## src/rtl/cpu_pkg.sv

```systemverilog
// cpu_pkg: shared opcode/funct constants, class indices, pc_src codes and fetch states
package cpu_pkg;
  localparam logic [5:0] OP_RTYPE = 6'h00;
  localparam logic [5:0] OP_XORI  = 6'h0E;
  localparam logic [5:0] OP_ADDI  = 6'h08;
  localparam logic [5:0] OP_JAL   = 6'h03;
  localparam logic [5:0] OP_J     = 6'h02;
  localparam logic [5:0] OP_BNE   = 6'h05;
  localparam logic [5:0] OP_BEQ   = 6'h04;
  localparam logic [5:0] OP_LW    = 6'h23;
  localparam logic [5:0] OP_SW    = 6'h2B;
  localparam logic [5:0] FN_ADD   = 6'h20;
  localparam logic [5:0] FN_SUB   = 6'h22;
  localparam logic [5:0] FN_SLT   = 6'h2A;
  localparam logic [5:0] FN_JR    = 6'h08;
  localparam int CLS_ADD  = 0;
  localparam int CLS_SUB  = 1;
  localparam int CLS_SLT  = 2;
  localparam int CLS_XORI = 3;
  localparam int CLS_ADDI = 4;
  localparam int CLS_JR   = 5;
  localparam int CLS_JAL  = 6;
  localparam int CLS_J    = 7;
  localparam int CLS_BNE  = 8;
  localparam int CLS_BEQ  = 9;
  localparam int CLS_LW   = 10;
  localparam int CLS_SW   = 11;
  localparam int NCLS     = 12;
  localparam logic [1:0] PC_SEQ = 2'b00;
  localparam logic [1:0] PC_BR  = 2'b01;
  localparam logic [1:0] PC_JMP = 2'b10;
  localparam logic [1:0] PC_JR  = 2'b11;
  localparam logic [1:0] S_IDLE = 2'd0;
  localparam logic [1:0] S_WAIT = 2'd1;
  localparam logic [1:0] S_DONE = 2'd2;
endpackage

```

## src/rtl/instr_classify.sv

```systemverilog
// instr_classify: combinational pre-decode of a 32-bit word into a one-hot class
module instr_classify
  import cpu_pkg::*;
(
  input  logic [31:0]     word,
  output logic [NCLS-1:0] cls,
  output logic            illegal
);
  logic [5:0] op;
  logic [5:0] fn;
  logic       r;
  assign op = word[31:26];
  assign fn = word[5:0];
  assign r  = op == OP_RTYPE;
  assign cls[CLS_ADD]  = r && fn == FN_ADD;
  assign cls[CLS_SUB]  = r && fn == FN_SUB;
  assign cls[CLS_SLT]  = r && fn == FN_SLT;
  assign cls[CLS_JR]   = r && fn == FN_JR;
  assign cls[CLS_XORI] = op == OP_XORI;
  assign cls[CLS_ADDI] = op == OP_ADDI;
  assign cls[CLS_JAL]  = op == OP_JAL;
  assign cls[CLS_J]    = op == OP_J;
  assign cls[CLS_BNE]  = op == OP_BNE;
  assign cls[CLS_BEQ]  = op == OP_BEQ;
  assign cls[CLS_LW]   = op == OP_LW;
  assign cls[CLS_SW]   = op == OP_SW;
  assign illegal = ~|cls;
endmodule

```

## src/rtl/instr_fetch.sv

```systemverilog
// instr_fetch: PC/IR owner running one req/ack instruction read per fetch request
module instr_fetch
  import cpu_pkg::*;
#(
  parameter logic [31:0] RESET_PC = 32'h0000_0000,
  parameter int          TIMEOUT  = 15
) (
  input  logic            clk,
  input  logic            reset,
  input  logic            fetch_start,
  input  logic            pc_wr,
  input  logic [1:0]      pc_src,
  input  logic            branch_taken,
  input  logic [31:0]     rs_val,
  output logic            imem_req,
  output logic [31:0]     imem_addr,
  input  logic [31:0]     imem_rdata,
  input  logic            imem_ack,
  output logic            fetch_done,
  output logic            fetch_err,
  output logic [31:0]     pc,
  output logic [31:0]     pc_plus4,
  output logic [31:0]     instr,
  output logic [NCLS-1:0] instr_class,
  output logic            illegal
);
  localparam logic [7:0] T_LAST = 8'(TIMEOUT - 1);
  logic [1:0]      state;
  logic [7:0]      cnt;
  logic [NCLS-1:0] dec_cls;
  logic            dec_ill;
  logic [31:0]     br_off;
  logic [31:0]     next_pc;
  assign imem_req   = state == S_WAIT;
  assign imem_addr  = pc;
  assign fetch_done = state == S_DONE;
  assign pc_plus4   = pc + 32'd4;
  assign br_off     = {{14{instr[15]}}, instr[15:0], 2'b00};
  // next-PC select; JR target is word-aligned by forcing the low bits to zero
  always_comb
    next_pc = pc_src == PC_SEQ ? pc_plus4 :
              pc_src == PC_BR  ? (branch_taken ? pc_plus4 + br_off : pc_plus4) :
              pc_src == PC_JMP ? {pc_plus4[31:28], instr[25:0], 2'b00} :
                                 {rs_val[31:2], 2'b00};
  instr_classify u_cls (
    .word    (imem_rdata),
    .cls     (dec_cls),
    .illegal (dec_ill)
  );
  // fetch FSM: IDLE accepts pc_wr/fetch_start, WAIT holds the request until ack or timeout
  always_ff @(posedge clk) begin
    if (reset) begin
      state       <= S_IDLE;
      cnt         <= '0;
      pc          <= RESET_PC;
      instr       <= '0;
      instr_class <= '0;
      illegal     <= 1'b0;
      fetch_err   <= 1'b0;
    end else begin
      fetch_err <= 1'b0;
      case (state)
        S_IDLE: begin
          if (pc_wr) pc <= next_pc;
          if (fetch_start) begin
            state <= S_WAIT;
            cnt   <= '0;
          end
        end
        S_WAIT: begin
          if (imem_ack) begin
            instr       <= imem_rdata;
            instr_class <= dec_cls;
            illegal     <= dec_ill;
            state       <= S_DONE;
          end else if (cnt == T_LAST) begin
            state     <= S_IDLE;
            fetch_err <= 1'b1;
          end else begin
            cnt <= cnt + 8'd1;
          end
        end
        default: state <= S_IDLE;
      endcase
    end
  end
endmodule

```

## config.mk

```make
export PLATFORM = sky130hd
export DESIGN_NAME = instr_fetch
export DESIGN_NICKNAME = d
export VERILOG_FILES = /design/src/rtl/cpu_pkg.sv /design/src/rtl/instr_classify.sv /design/src/rtl/instr_fetch.sv
export SDC_FILE = /design/constraint.sdc
export NUM_CORES = 1
export LEC_CHECK = 0
export ABC_AREA = 1
export CELL_PAD_IN_SITES_DETAIL_PLACEMENT = 0
export CELL_PAD_IN_SITES_GLOBAL_PLACEMENT = 1
export CORE_ASPECT_RATIO = 0.5
export CORE_UTILIZATION = 30
export DETAILED_ROUTE_END_ITERATION = 10
export GPL_ROUTABILITY_DRIVEN = 0
export HOLD_SLACK_MARGIN = 0.12
export PLACE_DENSITY = 0.89
export SYNTH_ARGS = -nofsm -noshare
export SYNTH_HDL_FRONTEND = slang
export SYNTH_HIERARCHICAL = 1
export SYNTH_SLANG_ARGS = --single-unit
```

## constraint.sdc

```tcl
create_clock -name clk -period 2.5 [get_ports clk]
set_input_delay 0.5 -clock clk [delete_from_list [all_inputs] [get_ports clk]]
set_output_delay 0.5 -clock clk [all_outputs]
set_load 0.01 [all_outputs]
```

# Word level (Yosys, flattened, before mapping)

Cells that the tools add are included.

Bits in registers: 88
Output and inout bits: 144
Logic and storage cells: 60

Add/sub/neg operators: 3
Equality and inequality tests: 21
Multiplexer cells: 13
Bitwise gates (word level): 1
Reductions and logical operators: 15

Operators with widths:

| cell                                                 | count |
|---|---|
| 2-to-1 mux 32 bit                                    | 4 |
| adder 32 x 3 -> 32 bit (second input constant)       | 1 |
| adder 32 bit                                         | 1 |
| equality test 6 bit (second input constant)          | 5 |
| 2-to-1 mux 8 bit                                     | 3 |
| equality test 6 x 4 -> 1 bit (second input constant) | 3 |
| one-hot mux 8 bit (2 select lines)                   | 1 |
| equality test 6 x 2 -> 1 bit (second input constant) | 2 |
| equality test 6 x 3 -> 1 bit (second input constant) | 2 |
| OR reduction 12 bit                                  | 1 |
| adder 8 x 1 -> 8 bit (second input constant)         | 1 |
| equality test 8 x 4 -> 1 bit (second input constant) | 1 |
| logical NOT 6 bit                                    | 1 |
| 2-to-1 mux 2 bit                                     | 3 |
| != test 2 bit (second input constant)                | 3 |
| AND reduction 2 bit                                  | 3 |
| equality test 2 x 1 -> 1 bit (second input constant) | 2 |
| equality test 2 bit (second input constant)          | 2 |
| logical AND 1 bit                                    | 4 |
| logical NOT 2 bit                                    | 2 |
| one-hot mux 2 bit (2 select lines)                   | 1 |
| AND reduction 4 bit                                  | 1 |
| != test 3 x 1 -> 1 bit (second input constant)       | 1 |
| OR reduction 3 bit                                   | 1 |
| other kinds (4)                                      | 4 |

# Depth between registers and ports, before layout

Gate-level depths: netlist of the first run.

Depth in word-level cells: 5
Gate-level depth with buffers: 26

# Cells and area by module

The synthesis of the first run kept the hierarchy.

By module, submodules not included:

| module         | times used | cells an instance | area an instance (µm²) | sequential area each (µm²) |
|---|---|---|---|---|
| instr_fetch    | 1          | 1245              | 7498.4                 | 1721.7 |
| instr_classify | 1          | 62                | 276.5                  | 0.0 |

# Least setup slack after synthesis of the first run

No wires, ideal clock.

Path type: reg-to-reg
Start: register pc[3], in the netlist imem_addr[3]
End: register pc[26], in the netlist imem_addr[26]
Data arrival time: 2.732 ns
Required time: 2.363 ns
Setup slack: -0.369 ns
Cell stages (with the launch flop): 20
Path buffers: 0
Cells stage by stage: dfxtp_1 -> ha_1 -> nand2_1 -> nor2_2 -> nand2_1 -> nor2_1 -> xor2_1 -> inv_1 -> ha_1 -> inv_1 -> nor3_1 -> nand2_1 -> nor2_1 -> nand2_1 -> nand4_1 -> nand3_1 -> nand2_1 -> nand2_1 -> nand2_1 -> a21oi_1

Cells in the longest elaborated chain, start to end: 5

Ends and longest elaborated chain:

| item                           | line              | RTL |
|---|---|---|
| start, declared                | instr_fetch.sv:21 | `output logic [31:0] pc,` |
| start signal, assigned         | instr_fetch.sv:64 | `if (pc_wr) pc <= next_pc;` |
| adder 32 x 3 -> 32 bit         | instr_fetch.sv:37 | `assign pc_plus4 = pc + 32'd4;` |
| via pc_plus4[18]               | instr_fetch.sv:22 | `output logic [31:0] pc_plus4,` |
| adder 32 bit                   | instr_fetch.sv:42 | `pc_src == PC_BR ? (branch_taken ? pc_plus4 + br_off : pc_plus4) :` |
| 2-to-1 mux 32 bit (2 in a row) | instr_fetch.sv:42 |  |
| 2-to-1 mux 32 bit              | instr_fetch.sv:41 | `next_pc = pc_src == PC_SEQ ? pc_plus4 :` |

The timed path passes the listed nets, and every way through them passes these cells.
A chain may end at the register's enable or synchronous reset.

# Worst setup path after layout of the first run

Start: register pc[6], in the netlist imem_addr[6]
End: register pc[28], in the netlist imem_addr[28]

Cells in the longest elaborated chain, start to end: 5

Ends and longest elaborated chain:

| item                           | line |
|---|---|
| adder 32 x 3 -> 32 bit (*)     | instr_fetch.sv:37 |
| adder 32 bit                   | instr_fetch.sv:42 |
| 2-to-1 mux 32 bit (2 in a row) | instr_fetch.sv:42 |
| 2-to-1 mux 32 bit (*)          | instr_fetch.sv:41 |

Every way passes the cells marked *; elsewhere a longest branch is shown, timed or not.

==> out/metrics.cfg, run 1 <==
[hold_path]
min_delay_worst_type=flip-flop to flip-flop
hold_path_depth=2
holdPathEnd=instr_class[11]$_SDFFE_PP0P_
start_point_of_the_worst_hold_path=instr_class[11]$_SDFFE_PP0P_

[timing]
rsz0062_at_grt=true
timing.final.setup_violations=38
maxSlewViolCount=0
min_period_over_period_pct=119.4
final_period_minus_worst_setup_slack_ns=2.986
setup_slack_ns=-0.4856
fmax_ghz=0.3349
fin_skew_ns=0.01756
timing.final.hold_violations=0
fin_hold_ws_ns=0.4617
worstMarginPinSlew_ns=0.5417
setup-tns-final_ns=-10.85
maxSlewHeadroom_pct=63.83

[layout]
layout-drive-gt1-share_pct=36.99
num-nets-final=1828
seq_area_mm2=0.001782
diodes=0
num-fill-cells=2328
instances_no_fill=2066
footprint_of_the_multi_input_gates_mm2=0.006574
share_of_the_core_filled_with_cells_pct=55.16
syn_to_final_growth_pct=79.80

[cts]
clock_path_buffers=2
worst_setup_hold_path_clk_slew_ns=0.08
h-tree-depth=3
numClockSinks=86
worst_skew_pair.late_latency_ns=0.37
cts_hold_buf=0
clock_tree_from_tritoncts=done
tritoncts.num_buffers=9
clock-root-buffer=sky130_fd_sc_hd__clkbuf_16

[pwr]
p_per_area_mw_per_mm2=349.5
vdd_drop_max_uv=319.7
cellLeakagePower_nw=6.405

[yosys]
synthesis.yosys.warnings=6
synth_simple_gate_area_share_pct=37.91
yosys_register_bits=86
postSynth.asyncResetShare_pct=0
synth_top_family_by_area=simple AND/OR/NAND/NOR gates
postSynth.topFlopCell=sky130_fd_sc_hd__dfxtp_1
synth_xor_xnor_area_share_pct=3.766
syn-instance-count=1307
synth.avg_cell_area_um2=5.949
synth_area_mm2=0.007775
synth_sequential_area_ratio_pct=22.14
post_synth_fa_ha_maj_area_fraction_pct=6.373
synth.distinct_cells=47
synth_edf_count=0
synth-compound-area-share_pct=16.77
yosys-mux-area-fraction_pct=0

[placed_design]
detailed_place_hpwl_um=27200
placed_cells=2004
dpl_worst_slack_ns=-0.4896
buffer_ports.inserted=207

[floorplan]
floorplan.core_area_mm2=0.02534
dieHeight_um=115.8
rows=41
area_of_the_die_mm2=0.02660
io-pin-count=216
die_w_um=229.7
initial_core_utilization_pct=30.68

[critical_path]
worst_ep_required_time_ns=2.74
r2r_end=imem_addr[28]$_SDFFE_PP0P_
path_max_fanout=4
critPathArrivalTime_ns=3.23
rrSetupSlack_ns=-0.49
worst_r2r_path_depth=18
timing.critical_path.from_type=flip-flop
endpoint_kind=flip-flop
reg2reg_from=imem_addr[6]$_SDFFE_PP0P_
timing.setup.critical_path_class=flip-flop to flip-flop

[global_route]
globalRouteOverflowTotal=0
global_route.usage.total_pct=25.50
first_global_vias=9657
grt_first_pass_wirelength_um=52140
initial_antenna_violation_count=0
maximum_number_of_pins_on_one_net_before_global_route_repair=45

[detailed_routing]
wirelength_um=36070
wire_per_inst_um=17.46
first_pass_iters=8
route.detailed.vias_per_inst=5.000
vias=10330
drt_drc_violations_left=0
drt_iter0_drc=825
final_antenna_net_count=0

[run_status]
violations_in_the_final_reports=setup timing
result_of_the_run=finished with violations

[flow_run]
cap_violations=0

## Yosys cell counts (all sizes together), types with 2 or more instances
| library cell | n | area share [%] |
|---|---|---|
| nand2 | 396 | 20 |
| a21oi | 152 | 10 |
| inv | 148 | 7.1 |
| nor2 | 130 | 7.5 |
| nand3 | 108 | 7.0 |
| dfxtp | 86 | 22 |
| o21ai | 63 | 4.1 |
| buf | 49 | 4.2 |
| ha | 38 | 6.1 |
| clkbuf | 32 | 1.5 |
| xor2 | 24 | 3.0 |
| nor3 | 14 | 1.3 |
| nand4 | 11 | 0.89 |
| nand3b | 6 | 0.58 |
| o21bai | 6 | 0.58 |
| o22ai | 6 | 0.48 |
| xnor2 | 6 | 0.77 |
| a21o | 4 | 0.39 |
| o211ai | 4 | 0.39 |
| or2 | 4 | 0.32 |
| a31oi | 3 | 0.24 |
| nor4 | 3 | 0.24 |
| a211oi | 2 | 0.19 |
| and2 | 2 | 0.16 |
| clkinv | 2 | 0.097 |
| nor3b | 2 | 0.32 |
| o221ai | 2 | 0.23 |
## state kept, by name, summed over array words and instances, names as in the netlist
| register | flops |
|---|---|
| cnt | 8 |
| fetch_err | 1 |
| illegal | 1 |
| imem_addr | 30 |
| instr | 32 |
| instr_class | 12 |
| state | 2 |
## power by group
| group | internal [mW] | switching [mW] |
|---|---|---|
| Combinational | 0.954 | 0.988 |
| Sequential | 1.43 | 0.0827 |
| Clock | 0.755 | 0.673 |
| Total | 3.14 | 1.74 |
## worst max-delay path by stage
stage / from / to / slack [ns]
floorplan: imem_addr[3]$_SDFFE_PP0P_ / imem_addr[29]$_SDFFE_PP0P_ / -0.04
global placement: imem_addr[12]$_SDFFE_PP0P_ / imem_addr[31]$_SDFFE_PP0P_ / -0.50
detailed placement: imem_addr[6]$_SDFFE_PP0P_ / imem_addr[18]$_SDFFE_PP0P_ / -0.49
CTS: imem_addr[9]$_SDFFE_PP0P_ / imem_addr[23]$_SDFFE_PP0P_ / -0.37
global route: imem_addr[6]$_SDFFE_PP0P_ / imem_addr[27]$_SDFFE_PP0P_ / -0.64
finish: imem_addr[6]$_SDFFE_PP0P_ / imem_addr[28]$_SDFFE_PP0P_ / -0.49
## metrics by stage
stage	power [mW]	instance area [µm²]
after floorplan	2.300	8064
after global placement	3.167	11800
after detailed placement	3.176	11800
after CTS	4.746	13140
after global routing	5.102	13980
final	4.886	13980
## area by class of cell
cell class,instances,share of cell area (%)
Multi-Input combinational cell,995,47.02
Sequential cell,86,12.74
Clock buffer,11,1.817
Tap cell,344,3.079
Timing Repair Buffer,475,30.84
Clock inverter,5,0.3222
Inverter,150,4.171
## kinds of logic after synthesis
family | Yosys count
adder cells (fa/ha/maj) | 39
AO/OA/AOI/OAI | 244
other | 1
XOR/XNOR | 30
AND/OR/NAND/NOR | 676
buffers and inverters | 231
flip-flops | 86
## cell usage in the layout, fill, tap and decap left out, drive strengths merged, types with 6 or more instances in the layout
cell	count
inv	152
xnor2	6
nand2	396
nand4	11
nor3	14
nor2	130
a21oi	152
nand3	108
o21ai	63
o22ai	6
buf	290
ha	38
clkdlybuf4s50	177
conb	6
xor2	24
clkbuf	14
o21bai	6
nand3b	6
dfxtp	86
## worst max-delay path, stage by stage, from the launching register on
cell                      delay (ns)
sky130_fd_sc_hd__dfxtp_4        0.38
sky130_fd_sc_hd__inv_4          0.05
sky130_fd_sc_hd__nor3_4         0.23
sky130_fd_sc_hd__buf_4          0.15
sky130_fd_sc_hd__buf_6          0.09
sky130_fd_sc_hd__nand2_4        0.08
sky130_fd_sc_hd__nor2_4         0.11
sky130_fd_sc_hd__xor2_2         0.18
sky130_fd_sc_hd__inv_2          0.10
sky130_fd_sc_hd__ha_4           0.32
sky130_fd_sc_hd__nand2_1        0.15
sky130_fd_sc_hd__nor4_2         0.29
sky130_fd_sc_hd__nand2_1        0.13
sky130_fd_sc_hd__nand2_2        0.09
sky130_fd_sc_hd__nand2_1        0.07
sky130_fd_sc_hd__nand3_1        0.08
sky130_fd_sc_hd__nand3_1        0.13
sky130_fd_sc_hd__a21oi_2        0.17
sky130_fd_sc_hd__nor2_1         0.04
## metal layers
metal	GRT usage, %	routed length [µm]	part of all wire (%)
met1	31.24	14680	41
met2	43.69	17220	48
met3	5.487	2559	7.1
met4	10.98	1605	4.4
met5	0	0	0
## what timing repair did
item                                    CTS  global route
setup buffers                            30            29
pin swaps                                80           109
endpoints found under the setup margin   55            51
resized for setup                       301           188
No activity file was read; power rests on OpenSTA's default activity.
==> run 2: changes to the inputs <==
--- a/config.mk
+++ b/config.mk
@@ -14,6 +14,7 @@
 export GPL_ROUTABILITY_DRIVEN = 0
 export HOLD_SLACK_MARGIN = 0.12
 export PLACE_DENSITY = 0.89
+export SKIP_LAST_GASP = 1
 export SYNTH_ARGS = -nofsm -noshare
 export SYNTH_HDL_FRONTEND = slang
 export SYNTH_HIERARCHICAL = 1
==> constraint.sdc (replaced) <==
create_clock -name clk -period 2.5 [get_ports clk]
set_input_delay 0.5 -clock clk [delete_from_list [all_inputs] [get_ports clk]]
set_output_delay 0.5 -clock clk [all_outputs]
set_load 0.02 [all_outputs]
==> out/metrics.cfg, run 2 (same netlist as run 1, synthesis figures left out) <==
[flow_run]
cap_violations=0

[layout]
seq_area_mm2=0.001775
largest_register_ff_count=32
num-fill-cells=2267
num-nets-final=1828
footprint_of_the_multi_input_gates_mm2=0.006875
stdcell_area_mm2=0.01432
layout-drive-gt1-share_pct=39.31
largest-register=instr
share_of_the_core_filled_with_cells_pct=56.51
syn_to_final_growth_pct=84.18
layout.cells.most_common_list=sky130_fd_sc_hd__nand2_1, sky130_fd_sc_hd__buf_4, sky130_fd_sc_hd__clkdlybuf4s50_1
mostFrequentLayoutCell=sky130_fd_sc_hd__nand2_1
diodes=0

[floorplan]
area_of_the_die_mm2=0.02660
floorplan.core_area_mm2=0.02534
dieHeight_um=115.8
rows=41
io-pin-count=216
initial_core_utilization_pct=30.68
die_w_um=229.7

[cts]
worst_skew_pair.late_latency_ns=0.36
clock_path_buffers=2
worst_setup_hold_path_clk_slew_ns=0.08
numClockSinks=86
tritoncts.num_buffers=9
clock-root-buffer=sky130_fd_sc_hd__clkbuf_16
h-tree-depth=3
clock_tree_from_tritoncts=done

[pwr]
cellLeakagePower_nw=6.474
vdd_drop_max_uv=318.5
p_per_area_mw_per_mm2=364.1
p_total_mw=5.214

[critical_path]
path_max_fanout=4
endpoint_kind=flip-flop
r2r_end=imem_addr[12]$_SDFFE_PP0P_
crit_start=imem_addr[2]$_SDFFE_PP0P_
worst_ep_required_time_ns=2.79
timing.critical_path.from_type=flip-flop
rrSetupSlack_ns=-0.60
worst_r2r_path_depth=18
reg2reg_from=imem_addr[2]$_SDFFE_PP0P_
timing.setup.critical_path_class=flip-flop to flip-flop
setup.worst_path.end=imem_addr[12]$_SDFFE_PP0P_
critPathArrivalTime_ns=3.39

[placed_design]
buffer_ports.inserted=207
detailed_place_hpwl_um=26690
post_place_instance_area_mm2=0.01189

[timing]
setup-tns-final_ns=-11.43
rsz0062_at_grt=true
maxSlewViolCount=0
timing.final.setup_violations=38
min_period_over_period_pct=124.0
maxSlewHeadroom_pct=59.11
setup_slack_ns=-0.5988
worstMarginPinSlew_ns=0.6127
fmax_ghz=0.3227
fin_skew_ns=0.01767
fin_hold_ws_ns=0.4601
final_period_minus_worst_setup_slack_ns=3.099
timing.final.hold_violations=0

[detailed_routing]
drt-met1-wl_um=15180
vias=10640
first_pass_iters=6
wl_met3_um=2840
wire_per_inst_um=18.10
drt_drc_violations_left=0
final_antenna_net_count=0
route.detailed.vias_per_inst=5.149
drt_iter0_drc=993
wirelength_um=37400
met2_length_um=17370
top_layer_used=met4

[run_status]
violations_in_the_final_reports=setup timing
result_of_the_run=finished with violations

[global_route]
globalRouteOverflowTotal=0
initial_antenna_violation_count=0
first_global_vias=9555
grt_first_pass_wirelength_um=52470
global_route.usage.total_pct=25.57
maximum_number_of_pins_on_one_net_before_global_route_repair=49

[hold_path]
min_delay_worst_type=flip-flop to flip-flop
start_point_of_the_worst_hold_path=cnt[7]$_SDFFE_PP0P_
hold_path_depth=1

[run 2: changes by cell type in the layout (fill, tap and decap cells not counted), sizes merged]
| cell | delta |
|---|---|
| dlymetal6s2s | -1 |
| bufinv | +2 |
| dlygate4sd2 | -1 |
| clkdlybuf4s15 | -1 |
| inv | -2 |
| clkdlybuf4s50 | +1 |
| buf | +2 |
[run 2: stage by stage]
step	instances	setup slack, ns
2_1_floorplan	1312	-0.2236
3_5_place_dp	2002	-0.4602
3_3_place_gp	2002	-0.4981
6_report	2066	-0.5988
5_1_grt	2066	-0.7625
4_1_cts	2046	-0.3254
[run 2: repair_timing]
action / CTS / global route
gates resized for setup: 299 / 253
hold buffers: 0 / 0
setup buffers: 30 / 33
pin swaps: 76 / 169
endpoints found under the setup margin: 54 / 51
[run 2: worst min-delay path by stage]
stage / endpoint / slack (ns)
5_1_grt: instr[27]$_SDFFE_PP0P_ / 0.48
3_3_place_gp: cnt[7]$_SDFFE_PP0P_ / 0.44
6_report: cnt[7]$_SDFFE_PP0P_ / 0.46
4_1_cts: instr[31]$_SDFFE_PP0P_ / 0.46
2_1_floorplan: cnt[7]$_SDFFE_PP0P_ / 0.42
3_5_place_dp: instr[31]$_SDFFE_PP0P_ / 0.45
[run 2: cell type report]
| type | instances | area share, % |
|---|---|---|
| clock inverters | 5 | 0.6204 |
| multi-input cells | 995 | 48.01 |
| repair buffers | 475 | 30.14 |
| flip-flops and latches | 86 | 12.40 |
| inverters | 150 | 4.133 |
| well taps | 344 | 3.006 |
| clock buffers | 11 | 1.695 |
[run 2: critical path, cell delays in order (launching register included)]
cell and delay [ns]:
sky130_fd_sc_hd__dfxtp_4 0.38, sky130_fd_sc_hd__clkinvlp_4 0.11, sky130_fd_sc_hd__nor2_4 0.23, sky130_fd_sc_hd__nand2_4 0.12, sky130_fd_sc_hd__nor2_4 0.16, sky130_fd_sc_hd__buf_4 0.15
sky130_fd_sc_hd__xor2_4 0.26, sky130_fd_sc_hd__ha_4 0.23, sky130_fd_sc_hd__nand2_2 0.12, sky130_fd_sc_hd__nor2_1 0.23, sky130_fd_sc_hd__nand2_1 0.08, sky130_fd_sc_hd__nand2_1 0.11
sky130_fd_sc_hd__buf_4 0.13, sky130_fd_sc_hd__nor2_1 0.04, sky130_fd_sc_hd__o21ai_1 0.20, sky130_fd_sc_hd__nand2_1 0.14, sky130_fd_sc_hd__o21ai_2 0.11, sky130_fd_sc_hd__nand2_1 0.10
sky130_fd_sc_hd__a21oi_2 0.13
[run 2: layer usage]
layer | GRT usage (%) | vias up
met3 | 3.716 | 156
met5 | 0 | -
met4 | 10.31 | 0
met2 | 43.50 | 550
met1 | 32.88 | 4927
li1 | - | 5004
[run 2: power breakdown]
| group | total (mW) | leakage [nW] | switching (mW) | internal, mW |
|---|---|---|---|---|
| clock | 1.57 | 0.163 | 0.654 | 0.920 |
| combinational | 2.13 | 5.60 | 1.14 | 0.980 |
| sequential | 1.52 | 0.711 | 0.0821 | 1.43 |
| total | 5.21 | 6.47 | 1.88 | 3.33 |
